File: src/rtl/output_port_serializer_pkg.sv
// Shared defaults, FSM state encoding and packet/beat types for the output serializer.
package packet_pkg;

  localparam int PACKET_WIDTH_DEF = 16;
  localparam int NUM_PORTS_DEF    = 4;
  localparam int BEATS_DEF        = 2;

  typedef enum logic {IDLE = 1'b0, SEND = 1'b1} state_t;

  typedef logic [PACKET_WIDTH_DEF-1:0]           pkt_t;
  typedef logic [PACKET_WIDTH_DEF/BEATS_DEF-1:0] beat_t;

  function automatic int clog2_min1(input int n);
    return (n > 1) ? $clog2(n) : 1;
  endfunction

endpackage

File: src/rtl/output_port_serializer_rr_arbiter.sv
// Combinational round-robin pick: first requester at or above rr_ptr, wrapping.
module rr_arbiter #(
  parameter int NUM_PORTS = 4,
  parameter int SEL_WIDTH = 2
) (
  input  logic [NUM_PORTS-1:0] req,
  input  logic [SEL_WIDTH-1:0] rr_ptr,
  input  logic                 en,
  output logic [NUM_PORTS-1:0] gnt,
  output logic [SEL_WIDTH-1:0] gnt_idx,
  output logic                 any
);

  logic [2*NUM_PORTS-1:0] rot;
  int                     pos;

  always_comb begin
    // Doubling the vector turns the wrapping search into a plain scan from bit 0.
    rot     = {req, req} >> rr_ptr;
    any     = 1'b0;
    pos     = 0;
    gnt_idx = '0;
    for (int k = 0; k < NUM_PORTS; k++) begin
      if (!any && rot[k]) begin
        any = 1'b1;
        pos = int'(rr_ptr) + k;
        if (pos >= NUM_PORTS) pos = pos - NUM_PORTS;
        gnt_idx = SEL_WIDTH'(pos);
      end
    end
    gnt = (en && any) ? (NUM_PORTS'(1) << gnt_idx) : '0;
  end

endmodule

File: src/rtl/output_port_serializer.sv
// Egress stage: round-robin grant of one ingress packet, then MSB-first serialisation
// onto a narrow valid/ready bus with sop/eop framing.
module output_port_serializer
  import packet_pkg::*;
#(
  parameter  int NUM_PORTS    = NUM_PORTS_DEF,
  parameter  int PACKET_WIDTH = PACKET_WIDTH_DEF,
  parameter  int BEATS        = BEATS_DEF,
  localparam int OUT_WIDTH    = PACKET_WIDTH / BEATS,
  localparam int SEL_WIDTH    = clog2_min1(NUM_PORTS)
) (
  input  logic                              clk,
  input  logic                              rst,
  input  logic [NUM_PORTS-1:0]              req,
  input  logic [NUM_PORTS*PACKET_WIDTH-1:0] data_in,
  output logic [NUM_PORTS-1:0]              grant,
  output logic [SEL_WIDTH-1:0]              grant_sel,
  output logic [OUT_WIDTH-1:0]              data_out,
  output logic                              valid_out,
  input  logic                              ready_in,
  output logic                              sop,
  output logic                              eop
);

  localparam int                   CNT_W    = clog2_min1(BEATS);
  localparam logic [CNT_W-1:0]     LAST     = CNT_W'(BEATS - 1);
  localparam logic [SEL_WIDTH-1:0] TOP_PORT = SEL_WIDTH'(NUM_PORTS - 1);

  state_t                  state_q, state_d;
  logic [PACKET_WIDTH-1:0] pkt_q, pkt_d;
  logic [CNT_W-1:0]        cnt_q, cnt_d;
  logic [SEL_WIDTH-1:0]    ptr_q, ptr_d;
  logic [SEL_WIDTH-1:0]    sel_q, sel_d;

  logic                 last_hs, arb_en, arb_any;
  logic [SEL_WIDTH-1:0] arb_idx;

  // A new packet may only be taken when idle or as the last beat leaves.
  assign last_hs = (state_q == SEND) && ready_in && (cnt_q == LAST);
  assign arb_en  = !rst && ((state_q == IDLE) || last_hs);

  rr_arbiter #(
    .NUM_PORTS(NUM_PORTS),
    .SEL_WIDTH(SEL_WIDTH)
  ) u_arb (
    .req    (req),
    .rr_ptr (ptr_q),
    .en     (arb_en),
    .gnt    (grant),
    .gnt_idx(arb_idx),
    .any    (arb_any)
  );

  always_comb begin
    state_d = state_q;
    pkt_d   = pkt_q;
    cnt_d   = cnt_q;
    ptr_d   = ptr_q;
    sel_d   = sel_q;
    if (state_q == SEND && ready_in) begin
      if (cnt_q == LAST) state_d = IDLE;
      else               cnt_d   = cnt_q + 1'b1;
    end
    if (arb_en && arb_any) begin
      state_d = SEND;
      pkt_d   = data_in[int'(arb_idx)*PACKET_WIDTH +: PACKET_WIDTH];
      cnt_d   = '0;
      sel_d   = arb_idx;
      ptr_d   = (arb_idx == TOP_PORT) ? '0 : arb_idx + 1'b1;
    end
  end

  always_ff @(posedge clk) begin
    if (rst) begin
      state_q <= IDLE;
      pkt_q   <= '0;
      cnt_q   <= '0;
      ptr_q   <= '0;
      sel_q   <= '0;
    end else begin
      state_q <= state_d;
      pkt_q   <= pkt_d;
      cnt_q   <= cnt_d;
      ptr_q   <= ptr_d;
      sel_q   <= sel_d;
    end
  end

  assign grant_sel = sel_q;
  assign valid_out = (state_q == SEND);
  assign sop       = valid_out && (cnt_q == '0);
  assign eop       = valid_out && (cnt_q == LAST);

  always_comb begin
    data_out = '0;
    if (valid_out)
      data_out = OUT_WIDTH'(pkt_q >> ((BEATS - 1 - int'(cnt_q)) * OUT_WIDTH));
  end

endmodule

File: config.mk
export PLATFORM = sky130hd
export DESIGN_NAME = output_port_serializer
export DESIGN_NICKNAME = d
export VERILOG_FILES = /design/src/rtl/output_port_serializer_pkg.sv /design/src/rtl/output_port_serializer_rr_arbiter.sv /design/src/rtl/output_port_serializer.sv
export SDC_FILE = /design/constraint.sdc
export NUM_CORES = 1
export LEC_CHECK = 0
export BUFFER_PORTS_ARGS = -buffer_cell sky130_fd_sc_hd__buf_4
export CORE_MARGIN = 8
export CORE_UTILIZATION = 40
export CTS_BUF_LIST = sky130_fd_sc_hd__clkbuf_8
export CTS_CLUSTER_SIZE = 30
export DETAILED_ROUTE_END_ITERATION = 10
export PLACE_DENSITY = 0.76
export RECOVER_POWER = 25
export SETUP_SLACK_MARGIN = 0.1
export SYNTH_ARGS = -nofsm -noshare
export SYNTH_HDL_FRONTEND = slang
export SYNTH_SLANG_ARGS = --single-unit
File: constraint.sdc
create_clock -name clk -period 5.5 [get_ports clk]
set_clock_uncertainty 0.1 [all_clocks]
set_input_delay 0.825 -clock clk [delete_from_list [all_inputs] [get_ports clk]]
set_output_delay 0.825 -clock clk [all_outputs]
set_load 0.1 [all_outputs]
==> impl_metrics.env <==
export IMPL_ctsHoldBuffers=0
export IMPL_maxCapViolCount=0
export IMPL_synth_yosys_seq_area_share_pct=31.1
export IMPL_core_area_um2=3360
export IMPL_grt_pass1_vias=1482
export IMPL_ys_flop_type="dfxtp_1"
export IMPL_crit_chain="buf_4, nor4_1, a21oi_1, and2b_4, nand2b_1, nor2_1, buf_4"
export IMPL_synth_area_leader_cell="dfxtp_1"
export IMPL_postSynth_asyncResetShare_pct=0
export IMPL_ant_nets=0
export IMPL_ctsLongestPathBuffers=2
export IMPL_critPathMaxFanout=19
export IMPL_placed_area_um2=2030
export IMPL_clk_pin_slew_worst_paths_ns=0.08
export IMPL_fin_crit_sh_pct=62.9
export IMPL_end_kind="output port"
export IMPL_tightest_slew_ns=1.19
export IMPL_die_w_um=75.5
export IMPL_die_area_um2=5700
export IMPL_setup_viol=0
export IMPL_via_count=1400
export IMPL_synthCells=150
export IMPL_post_drt_wl_per_cell_um=14.9
export IMPL_synthesis_area_um2=1420
export IMPL_slowest_delay_ns=0.53
export IMPL_via_per_inst=5.04
export IMPL_syn_avg_cell_area_um2=9.44
export IMPL_maxSlewHeadroom_pct=21.1
export IMPL_clock_sinks=22
export IMPL_post_cts_buffers=0
export IMPL_hold_viol_final=0
export IMPL_cts_buffers=3
export IMPL_grt_use_total_pct=14.6
export IMPL_final_cell_mix="buf_4 (83), mux2i_1 (40), nand2_1 (22), dfxtp_1 (22), o221ai_1 (16)"
export IMPL_die_height_um=75.5
export IMPL_drt_pass1_iterations=4
export IMPL_arrival_ns=2.54
export IMPL_p_leak_nw=0.944
export IMPL_crit_family="simple AND/OR/NAND/NOR gates"
export IMPL_drive_gt1_share_pct=39.2
export IMPL_hp_class="flop to flop"
export IMPL_crit_buf_inv=2
export IMPL_fin_crit_ns=3.46
export IMPL_gp_congestion=0.738
export IMPL_clock_latency_ns=0.27
export IMPL_pin_count=88
export IMPL_worst_ep_required_time_ns=4.58
export IMPL_grt_pass1_wl_um=6420
export IMPL_fin_area_um2=2080
export IMPL_grt_max_degree=21
export IMPL_synth_distinct_cells=26
export IMPL_status="completed"
export IMPL_synth_top_cell_area_share_pct=31.1
export IMPL_final_setup_tns_ns=0
export IMPL_worst_path_max_delay_cell="nand2b_1"
export IMPL_synth_area_leaders="dfxtp_1 (31%), mux2i_1 (28%), o221ai_1 (9.9%)"
export IMPL_fmax_ghz=0.289
export IMPL_synth_edff_count=0
export IMPL_yosys_warnings=0
export IMPL_antenna_found_initial=0
export IMPL_h_tree_depth=1
export IMPL_worst_slack_ns=2.04
export IMPL_clockRootBuffer="clkbuf_8"
export IMPL_rows=21
export IMPL_dp_hpwl_um=3320
export IMPL_grt_overflow=0
export IMPL_first_iter_violations=76
export IMPL_drc=0
export IMPL_io_buffers=87
export IMPL_cts_tree="built"
export IMPL_setup_worst_path_start_class="input port"
export IMPL_post_cts_resized=0
export IMPL_pre_cts_slack_ns=2.02
export IMPL_maxSlewViolCount=0
export IMPL_p_per_area_nw_per_um2=271
export IMPL_synth_nets=222
export IMPL_diodes=0
export IMPL_nNetsFinal=305
export IMPL_synth_seq_cells=22
export IMPL_ir_worst_vdd_mv=0.182
export IMPL_totalWireLength_um=4140
export IMPL_critical_path_class="input port to output port"
export IMPL_rsz0062_at_grt="false"
export IMPL_final_common_cell="buf_4"
export IMPL_cpMostUsedCell="buf_4"
export IMPL_initial_utilization_pct=42.1
export IMPL_area_growth_syn_to_layout_pct=46.9
sequential cells by signal, indices dropped and copies added, names as in the netlist:
name and flops:
ptr_q 2, cnt_q 1, pkt_q 16, grant_sel 2
valid_out 1
Yosys cell counts, types with 3 or more instances:
cell type,instances
nand2b_1,3
nand2_1,22
dfxtp_1,22
mux2i_1,40
inv_1,3
nor2_1,5
buf_6,3
o221ai_1,16
a21oi_1,5
nor2b_1,10
worst paths after layout:
kind                startpoint      endpoint  slack, ns  cells past startpoint
hold reg to reg   grant_sel[0]  grant_sel[0]       0.35                      2
setup reg to reg         cnt_q     pkt_q[15]       3.26                      5
setup / recovery        req[3]      grant[0]       2.04                      7
hold / removal    grant_sel[0]  grant_sel[0]       0.35                      2
final cells by class:
class                      instances  area (µm²)
inverter                           3        11.3
clock inverter                     1        30.0
sequential                        22         440
timing repair buffer              89         646
tap                               46        57.6
clock buffer                       3        41.3
multi-input combinational        114         855
fill                             308        1280
metal layers:
| layer | GRT usage (%) | vias to the layer above | wire length (µm) |
|---|---|---|---|
| met3 | 6.71 | 9 | 406 |
| met5 | 0 | - | 0 |
| met1 | 15.3 | 629 | 1540 |
| li1 | - | 710 | - |
| met2 | 24.8 | 52 | 2090 |
| met4 | 6.18 | 0 | 102 |
cell families after synthesis:
family,count (synthesis),share of synthesized area (%)
simple gates,46,15.7
mux,40,28.3
compound gates,27,15.5
flops,22,31.1
buf+inv,14,8.57
fa+ha+maj,1,0.883
where the power goes:
part           internal, W  switching (W)
Clock            0.0000973      0.0000541
Sequential        0.000180      0.0000146
Combinational    0.0000892       0.000129
Total             0.000367       0.000198
through the flow:
stage | util (%) | hold slack [ns] | std cells | power [W]
floorplan | - | 0.332 | 150 | 0.000366
global placement | 60.4 | 0.332 | 274 | 0.000420
detailed placement | 60.4 | 0.339 | 274 | 0.000421
CTS | 62.5 | 0.354 | 278 | 0.000575
global route | 61.9 | 0.396 | 278 | 0.000594
finish | 61.9 | 0.353 | 278 | 0.000565
tightest hold or removal path, cell delays in order (launching register included):
cell and delay, ns:
dfxtp_1 0.32, nand2_1 0.05, nand2_1 0.04
Note: power is estimated with default switching activity, not from simulation.
